## config.mk

```make
export PLATFORM = sky130hd
export DESIGN_NAME = note_sequencer
export DESIGN_NICKNAME = d
export VERILOG_FILES = /design/src/rtl/note_sequencer.sv
export SDC_FILE = /design/constraint.sdc
export NUM_CORES = 1
export LEC_CHECK = 0
export BUFFER_PORTS_ARGS = -buffer_cell sky130_fd_sc_hd__buf_4
export CAP_MARGIN = 0
export CORE_UTILIZATION = 40
export CTS_BUF_LIST = sky130_fd_sc_hd__clkbuf_4
export CTS_CLUSTER_DIAMETER = 100
export DETAILED_ROUTE_END_ITERATION = 10
export SYNTH_ARGS = -nofsm -noshare
export SYNTH_HDL_FRONTEND = slang
export SYNTH_SLANG_ARGS = --single-unit
```

## constraint.sdc

```tcl
create_clock -name clk -period 4.65 [get_ports clk]
set_input_delay 0.465 -clock clk [delete_from_list [all_inputs] [get_ports clk]]
set_output_delay 0.465 -clock clk [all_outputs]
set_load 0.1 [all_outputs]
```

## src/rtl/note_sequencer.sv

```systemverilog
// note_sequencer: plays a melody from an internal song RAM.
// Drives the oscillator divider plus the envelope gate and trigger.
module note_sequencer #(
    parameter int ADDR_W      = 5,
    parameter int DIV_W       = 11,
    parameter int DUR_W       = 5,
    parameter int TICK_PERIOD = 200000
) (
    input  logic                   clk,
    input  logic                   rst_n,
    input  logic                   start,
    input  logic                   stop,
    input  logic                   loop,
    input  logic                   wr_en,
    input  logic [ADDR_W-1:0]      wr_addr,
    input  logic [DUR_W+DIV_W-1:0] wr_data,
    output logic [DIV_W-1:0]       osc_div,
    output logic                   osc_en,
    output logic                   env_gate,
    output logic                   env_trig,
    output logic                   busy,
    output logic                   done,
    output logic [ADDR_W-1:0]      pos
);

    localparam int ENT_W  = DUR_W + DIV_W;
    localparam int TICK_W = $clog2(TICK_PERIOD);

    localparam logic [TICK_W-1:0] TICK_LAST = TICK_W'(TICK_PERIOD - 1);
    localparam logic [TICK_W-1:0] TICK_ONE  = TICK_W'(1);
    localparam logic [DUR_W-1:0]  DUR_ONE   = DUR_W'(1);
    localparam logic [DUR_W-1:0]  DUR_TWO   = DUR_W'(2);
    localparam logic [ADDR_W-1:0] ADDR_ONE  = ADDR_W'(1);

    typedef enum logic [2:0] {
        IDLE,
        FETCH,
        DECODE,
        PLAY,
        DONE
    } state_t;

    state_t state;
    state_t state_d;

    logic [ENT_W-1:0]  mem [2**ADDR_W];
    logic [ENT_W-1:0]  rdata;
    logic [ADDR_W-1:0] addr;
    logic [TICK_W-1:0] tick;
    logic [DUR_W-1:0]  dur_cnt;
    logic              artic;

    logic [DUR_W-1:0]  ent_dur;
    logic [DIV_W-1:0]  ent_div;
    logic              is_end;
    logic              is_rest;
    logic              tick_wrap;
    logic              note_end;
    logic              last_addr;
    logic              idle_like;
    logic              go;

    assign ent_dur   = rdata[ENT_W-1:DIV_W];
    assign ent_div   = rdata[DIV_W-1:0];
    assign is_end    = (ent_dur == '0);
    assign is_rest   = (ent_div == '0);
    assign tick_wrap = (tick == TICK_LAST);
    assign note_end  = (state == PLAY) && tick_wrap && (dur_cnt == DUR_ONE);
    assign last_addr = (addr == '1);
    assign idle_like = (state == IDLE) || (state == DONE);
    assign go        = idle_like && start && !stop;
    assign busy      = !idle_like;
    assign done      = (state == DONE);

    // Song RAM: writes only while not playing, one read per FETCH.
    always_ff @(posedge clk) begin
        if (wr_en && idle_like) begin
            mem[wr_addr] <= wr_data;
        end
        if (state == FETCH) begin
            rdata <= mem[addr];
        end
    end

    // State register.
    always_ff @(posedge clk or negedge rst_n) begin
        if (!rst_n) begin
            state <= IDLE;
        end else begin
            state <= state_d;
        end
    end

    // Next-state logic; stop beats every other condition while busy.
    always_comb begin
        state_d = state;
        unique case (state)
            IDLE, DONE: begin
                if (start && !stop) state_d = FETCH;
            end
            FETCH: begin
                state_d = stop ? IDLE : DECODE;
            end
            DECODE: begin
                if (stop)        state_d = IDLE;
                else if (is_end) state_d = loop ? FETCH : DONE;
                else             state_d = PLAY;
            end
            PLAY: begin
                if (stop) begin
                    state_d = IDLE;
                end else if (note_end) begin
                    state_d = (last_addr && !loop) ? DONE : FETCH;
                end
            end
            default: state_d = IDLE;
        endcase
    end

    // Datapath: address, tempo counters and the registered outputs.
    always_ff @(posedge clk or negedge rst_n) begin
        if (!rst_n) begin
            osc_div  <= '0;
            osc_en   <= 1'b0;
            env_gate <= 1'b0;
            env_trig <= 1'b0;
            pos      <= '0;
            addr     <= '0;
            tick     <= '0;
            dur_cnt  <= '0;
            artic    <= 1'b0;
        end else begin
            env_trig <= 1'b0;
            if (busy && stop) begin
                osc_en   <= 1'b0;
                env_gate <= 1'b0;
            end else begin
                unique case (state)
                    IDLE, DONE: begin
                        if (go) addr <= '0;
                    end
                    DECODE: begin
                        if (is_end) begin
                            osc_en   <= 1'b0;
                            env_gate <= 1'b0;
                            if (loop) addr <= '0;
                        end else begin
                            pos     <= addr;
                            dur_cnt <= ent_dur;
                            tick    <= '0;
                            if (is_rest) begin
                                osc_en   <= 1'b0;
                                env_gate <= 1'b0;
                                artic    <= 1'b0;
                            end else begin
                                osc_div  <= ent_div;
                                osc_en   <= 1'b1;
                                env_gate <= 1'b1;
                                env_trig <= 1'b1;
                                artic    <= (ent_dur >= DUR_TWO);
                            end
                        end
                    end
                    PLAY: begin
                        tick <= tick_wrap ? '0 : tick + TICK_ONE;
                        if (tick_wrap) dur_cnt <= dur_cnt - DUR_ONE;
                        // Gate low for the final tick-length of the note.
                        if (artic && dur_cnt == DUR_ONE && tick == TICK_ONE) begin
                            env_gate <= 1'b0;
                        end
                        if (note_end) begin
                            addr <= addr + ADDR_ONE;
                            if (last_addr && !loop) begin
                                osc_en   <= 1'b0;
                                env_gate <= 1'b0;
                            end
                        end
                    end
                    default: ;
                endcase
            end
        end
    end

endmodule

```

==> impl_metrics.json, run 1 <==
{
  "status": "completed",
  "synth_area_um2": 22500,
  "fmax_ghz": 0.327,
  "slew_violations": 0,
  "grt_pass1_wl_mm": 81.5,
  "antenna_found_initial": 5,
  "crit_path_start_kind": "flop",
  "track_usage_pct": 20.1,
  "synth_top_area_share_pct": 70.5,
  "grt-ovfl-total": 0,
  "fin_tns_setup_ns": 0,
  "finalSetupViolations": 0,
  "r2r-start": "tick[13]",
  "ys_seq_elements": 579,
  "syn2layout_area_growth_pct": 15.9,
  "fin_nets": 1367,
  "io_pins": 48,
  "slowest_delay_ns": 0.58,
  "ys_seq_area_share_pct": 76.1,
  "drive_above_1_share_pct": 33.7,
  "initial_utilization_pct": 40.7,
  "drt_iter0_markers": 1162,
  "yosysWarningCount": 0,
  "clock_sinks": 579,
  "antenna_left": 0,
  "first_global_vias": 12400,
  "first_pass_iters": 5,
  "vias_per_cell": 5.48,
  "leakage_uw": 0.00851,
  "die_h_um": 239,
  "synth.most_common_cell": "edfxtp_1",
  "worstMarginPinSlew_ns": 1.11,
  "cp.buffers_inverters": 1,
  "worstPathArrival_ns": 3.94,
  "cts.root.buffer_cell": "clkbuf_4",
  "vias": 12000,
  "relSlewSlack_pct": 26.0,
  "path_cells": "or4_4 > nor4_4 > and3_1 > nor2_1 > o41ai_1 > dlygate4sd3_1",
  "synth_area_per_cell_um2": 20.0,
  "dp_hpwl_mm": 32.6,
  "power_density_nw_per_um2": 435,
  "synthTopCellsByArea": "edfxtp_1 (70%), mux4_2 (13%), dfrtp_1 (5.7%), o22ai_1 (1.8%), nor2_1 (0.95%)",
  "cp-startpoint": "tick[13]",
  "netlist_instances": 1128,
  "path_max_fanout": 13,
  "cts_setup_buffers": 0,
  "fill_cells": 4781,
  "multi_input_area_um2": 5100,
  "ys_top_cells_by_count": "edfxtp_1 (528), mux4_2 (128), o22ai_1 (65), nor2_1 (57), dfrtp_1 (51)",
  "yosysTopAreaCell": "edfxtp_1",
  "clk_pin_slew_ns": 0.08,
  "dieArea_um2": 57200,
  "rsz0062_at_grt": "no",
  "wirelength_mm": 55.2,
  "crit_family": "simple AND/OR/NAND/NOR gates",
  "period_minus_slack_ns": 3.05,
  "placed_area_um2": 23900,
  "grt_max_degree": 75,
  "syn-num-nets": 1161,
  "cts_tree": "done",
  "synth-edff-count": 528,
  "post-route-period-util_pct": 65.7,
  "seq_area_um2": 17100,
  "skew_ns": 0.0492,
  "hold_viol_final": 0,
  "crit_slowest_cell": "nor4_4",
  "path_class": "flop to flop",
  "ir_drop_uv": 436,
  "synth.distinct_cells": 63,
  "io_buffers": 47,
  "holdCritPathClass": "input port to async pin",
  "drcViolationCount": 0,
  "synth_flop_cell": "edfxtp_1",
  "core_area_um2": 55300,
  "cap_viol_max_count": 0,
  "synthArstFlopShare_pct": 8.81,
  "numCtsBuffers": 151,
  "cp_data_required_time_ns": 5.54,
  "fin_area_um2": 26100,
  "cts_buffer_depth": 3,
  "die_w_um": 239,
  "cts_max_level": 4,
  "insertion_delay_ns": 0.97,
  "gp_congestion": 0.846,
  "rows": 86,
  "cp-end-kind": "flop",
  "wire_per_inst_um": 25.1
}
-- through the flow --
stage	util (%)	total power, uW	worst slack (ns)	hold WS, ns	cells
after floorplan	-	6670	2.13	0.169	1128
after CTS	47.1	11500	1.63	0.00474	2191
final	47.1	11300	1.60	0.0895	2197
after detailed placement	43.2	7000	1.97	0.467	1907
after global routing	47.1	11800	1.39	0.0753	2196
after global placement	43.2	6980	1.72	0.465	1907
-- per-layer routing --
| metal | part of all wire, % | global-route usage, % | vias up | wire, um |
|---|---|---|---|---|
| met1 | 43 | 27.4 | 6305 | 23800 |
| met2 | 48 | 30.8 | 434 | 26400 |
| li1 | - | - | 5224 | - |
| met5 | 0.062 | 0 | - | 34 |
| met4 | 1.6 | 7.25 | 6 | 893 |
| met3 | 7.3 | 5.84 | 70 | 4040 |
-- worst reg2reg max path: cells and delay by family (launching register included) --
kind                   cells  cell delay, ns
AO/OA/AOI/OAI              1            0.30
buffers and inverters      1            0.58
flip-flops                 1            0.43
AND/OR/NAND/NOR            4            1.69
-- layout make-up --
type / instances / share of cell area (%)
tap: 748 / 3.59
timing repair buffer: 109 / 3.49
sequential: 579 / 65.7
clock buffer: 229 / 6.59
inverter: 8 / 0.115
antenna: 6 / 0.0576
clock inverter: 33 / 0.869
multi-input combinational: 485 / 19.6
-- flip-flops by register name, indices dropped and copies added (netlist names), 3 cells and up --
| signal | cells |
|---|---|
| mem | 512 |
| tick | 18 |
| rdata | 16 |
| osc_div | 11 |
| addr | 5 |
| dur_cnt | 5 |
| pos | 5 |
| state | 3 |
-- layout by cell type (no fill, tap or decap), types with 6 or more instances in the layout --
master	n
o22a_1	6
clkbuf_4	229
dlygate4sd3_1	22
o22ai_1	65
inv_1	8
nand3_1	18
diode_2	6
clkinv_1	17
mux4_2	128
buf_4	84
edfxtp_1	528
o21ai_0	18
nand2_1	50
nand3b_1	8
a21oi_1	10
nor3_1	6
nor2_1	56
ha_1	6
dfrtp_1	49
nor4_1	22
-- repair_timing --
action                     in CTS  in global routing
hold endpoints to repair      573                  0
gates resized for setup         0                  0
setup endpoints to repair       0                  0
hold buffers                   22                  0
-- cell families (layout without fill, tap and decap cells) --
family	count (synthesis)	after routing	synth area share, %
xor gates and xnor gates	4	4	0.156
and+or+nand+nor	201	201	4.61
adders and majority gates	6	6	0.334
AOI/OAI and AO/OA	134	134	4.04
other	0	6	0
buffers and inverters	64	379	1.26
muxes	140	140	13.5
DFF	579	579	76.1
-- where the power goes --
part	internal (uW)	leakage, uW	switching [uW]	total, uW
registers	5820	0.00542	121	5940
clock network	2410	0.00117	2030	4430
logic	241	0.00192	723	964
-- worst paths after layout --
kind	depth (start not counted)	to	slack, ns
setup / recovery	6	state[2]	1.60
hold / removal	2	addr[4]	0.09
setup reg to reg	6	state[2]	1.60
hold reg to reg	2	pos[4]	0.48
max in group asynchronous	2	addr[0]	4.01
min in group clk	4	mem[7][1]	0.22
(Power assumes the default switching activity.)
==> run 2, diff against run 1 <==
--- a/config.mk
+++ b/config.mk
@@ -5,6 +5,7 @@
 export SDC_FILE = /design/constraint.sdc
 export NUM_CORES = 1
 export LEC_CHECK = 0
+export ABC_AREA = 1
 export BUFFER_PORTS_ARGS = -buffer_cell sky130_fd_sc_hd__buf_4
 export CAP_MARGIN = 0
 export CORE_UTILIZATION = 40
==> constraint.sdc (replaced) <==
create_clock -name clk -period 2.5 [get_ports clk]
set_input_delay 0.25 -clock clk [delete_from_list [all_inputs] [get_ports clk]]
set_output_delay 0.25 -clock clk [all_outputs]
set_load 0.1 [all_outputs]
==> run 2 against run 1 <==
Sequential share of layout area decreased by 3.9 points. Fmax is 27% higher. Design area grew 6.3%. Sequential power grew 89%. Critical path depth grew 3. Clock power is 81% higher. Clock-buffer cell count shrank 13.
==> impl_metrics.json, run 2 <==
{
  "status": "completed",
  "placed_area_um2": 25500,
  "skew_ns": 0.0459,
  "final_common_cell": "edfxtp_1",
  "gp_congestion": 0.868,
  "power_density_nw_per_um2": 818,
  "wirelength_mm": 64.6,
  "power.total_uw": 22700,
  "dieArea_um2": 60600,
  "yosysWarningCount": 0,
  "netlist_instances": 2034,
  "cts_buffer_depth": 3,
  "reg2reg_to": "rdata[8]",
  "leakage_uw": 0.0101,
  "drcViolationCount": 0,
  "synth.most_common_cell": "edfxtp_1",
  "holdPathStages": 6,
  "min_to": "mem[31][9]",
  "grt_max_degree": 86,
  "period_minus_slack_ns": 2.40,
  "clk_pin_slew_ns": 0.06,
  "worstPathArrival_ns": 3.18,
  "hold_start": "wr_en",
  "rows": 89,
  "cts.root.buffer_cell": "clkbuf_4",
  "synth_area_per_cell_um2": 11.7,
  "hold_viol_final": 0,
  "synth.distinct_cells": 39,
  "fill_cells": 5381,
  "ir_drop_uv": 1060,
  "cp_data_required_time_ns": 3.28,
  "relSlewSlack_pct": 52.5,
  "vias": 16600,
  "first_pass_iters": 7,
  "worstMarginPinSlew_ns": 0.711,
  "track_usage_pct": 21.5,
  "vias_per_cell": 5.34,
  "final_cell_mix": "edfxtp_1 (528), nand2_1 (456), nor2_1 (271)",
  "fmax_ghz": 0.417,
  "io_buffers": 47,
  "path_max_fanout": 52,
  "initial_utilization_pct": 40.4,
  "antenna_found_initial": 3,
  "dp_hpwl_mm": 37.6,
  "first_global_vias": 16400,
  "reg2regPathDepth": 9,
  "holdCritPathClass": "input port to flop",
  "synth_area_um2": 23900,
  "synth-edff-count": 528,
  "numCtsBuffers": 150,
  "slew_violations": 0,
  "grt-ovfl-total": 0,
  "ys_seq_elements": 579,
  "stdcell_count": 3103,
  "insertion_delay_ns": 0.99,
  "grt_pass1_wl_mm": 96.4,
  "dp_cells": 2816,
  "cts_max_level": 4,
  "synthTopCellsByArea": "edfxtp_1 (66%), nand2_1 (7.2%), dfrtp_1 (5.4%), nor2_1 (4.3%), o21ai_0 (3.9%)",
  "die_w_um": 246,
  "syn2layout_area_growth_pct": 16.2,
  "die_h_um": 246,
  "rsz0062_at_grt": "no",
  "drive_above_1_share_pct": 16.5,
  "yosysTopAreaCell": "edfxtp_1",
  "fin_area_um2": 27700,
  "path_class": "flop to flop",
  "cts_tree": "done",
  "drt_iter0_markers": 1549,
  "wire_per_inst_um": 20.8,
  "cp-end-kind": "flop",
  "antenna_left": 0,
  "post-route-period-util_pct": 95.9,
  "fin_nets": 2263,
  "cap_viol_max_count": 0,
  "io_pins": 48,
  "ys_seq_area_share_pct": 71.8,
  "crit_path_start_kind": "flop",
  "synth_top_area_share_pct": 66.5,
  "largest_reg_flops": 512,
  "finalSetupViolations": 0,
  "core_area_um2": 59000,
  "syn-num-nets": 2067,
  "synth_flop_cell": "edfxtp_1",
  "r2r_slack_ns": 0.10,
  "r2r-start": "addr[0]",
  "reg_top3": "mem x512, tick x18, rdata x16",
  "ys_top_cells_by_count": "edfxtp_1 (528), nand2_1 (458), nor2_1 (273), o21ai_0 (185), a21oi_1 (73)",
  "largest-register": "mem",
  "clock_sinks": 579,
  "synthArstFlopShare_pct": 8.81
}
## run 2: cell count changes in the layout (fill, tap and decap cells not counted), sizes merged, moves of 51 or more
cell,change
nand2,+413
nor2,+219
o21ai,+207
mux4,-128
a21oi,+67
a21boi,+63
nand3,+51
## run 2: logic make-up after synthesis
family,after synthesis,synth area share [%]
flip-flops,579,71.8
AO/OA/AOI/OAI,443,10.5
XOR/XNOR,1,0.0367
buffers and inverters,171,3.37
AND/OR/NAND/NOR,834,13.9
adder cells (fa/ha/maj),6,0.315
## run 2: worst max-delay path by stage
| stage | slack, ns | end | from | depth (start not counted) |
|---|---|---|---|---|
| 3_3_place_gp | 0.11 | mem[27][6] | state[1] | 7 |
| 2_1_floorplan | -0.22 | mem[0][0] | state[1] | 5 |
| 3_5_place_dp | 0.03 | mem[0][9] | state[1] | 7 |
| 6_report | 0.10 | rdata[8] | addr[0] | 9 |
| 5_1_grt | 0.004 | state[2] | addr[0] | 10 |
| 4_1_cts | 0.05 | state[2] | state[2] | 8 |
## run 2: metal layers
layer  wire length (um)  GRT usage [%]  vias up
met5                  0              0        -
met4               1310           7.82        0
met3               5560           5.27       98
met2              29900           33.3      710
met1              27800           29.3     8094
li1                   -              -     7679
## run 2: final cells by class
class                           count  area (um^2)  area share (%)
Inverter                           61          240           0.867
Clock inverter                     31          209           0.754
Tap cell                          773          967            3.49
Clock buffer                      216         1620            5.85
Sequential cell                   579        17100            61.8
Multi-Input combinational cell   1284         5940            21.4
Antenna cell                        5         12.5          0.0451
Timing Repair Buffer              154         1600            5.75
## run 2: timing repair
action | 4_1_cts | 5_1_grt
endpoints found under the hold margin | 1029 | 0
hold buffers | 30 | 0
resized for setup | 3 | 5
gates cloned | 0 | 2
buffers inserted | 0 | 3
endpoints found under the setup margin | 24 | 3
## run 2: report_power, final
part / leakage, uW / internal, uW / switching [uW] / total [uW]
sequential: 0.00543 / 11000 / 259 / 11200
clock: 0.00109 / 4240 / 3780 / 8020
combinational: 0.00361 / 877 / 2560 / 3440
total: 0.0101 / 16100 / 6610 / 22700
## run 2: stage by stage
stage	utilization [%]	setup TNS, ns	setup slack [ns]	hold WS (ns)
after global placement	43.1	0	0.105	0.323
after floorplan	-	-114.01	-0.222	-0.0456
after CTS	46.8	0	0.0500	0.0197
after detailed placement	43.1	0	0.0301	0.328
final	47.0	0	0.103	0.118
after global routing	47.0	0	0.00411	0.0991
## run 2: worst max-delay path: stages, from the launching register on
cell,delay (ns)
dfrtp_4,0.54
inv_8,0.20
buf_12,0.28
buf_12,0.27
o21ai_0,0.11
o22ai_1,0.21
nand2_1,0.08
nand2_1,0.10
nand3_1,0.12
nand2_1,0.22
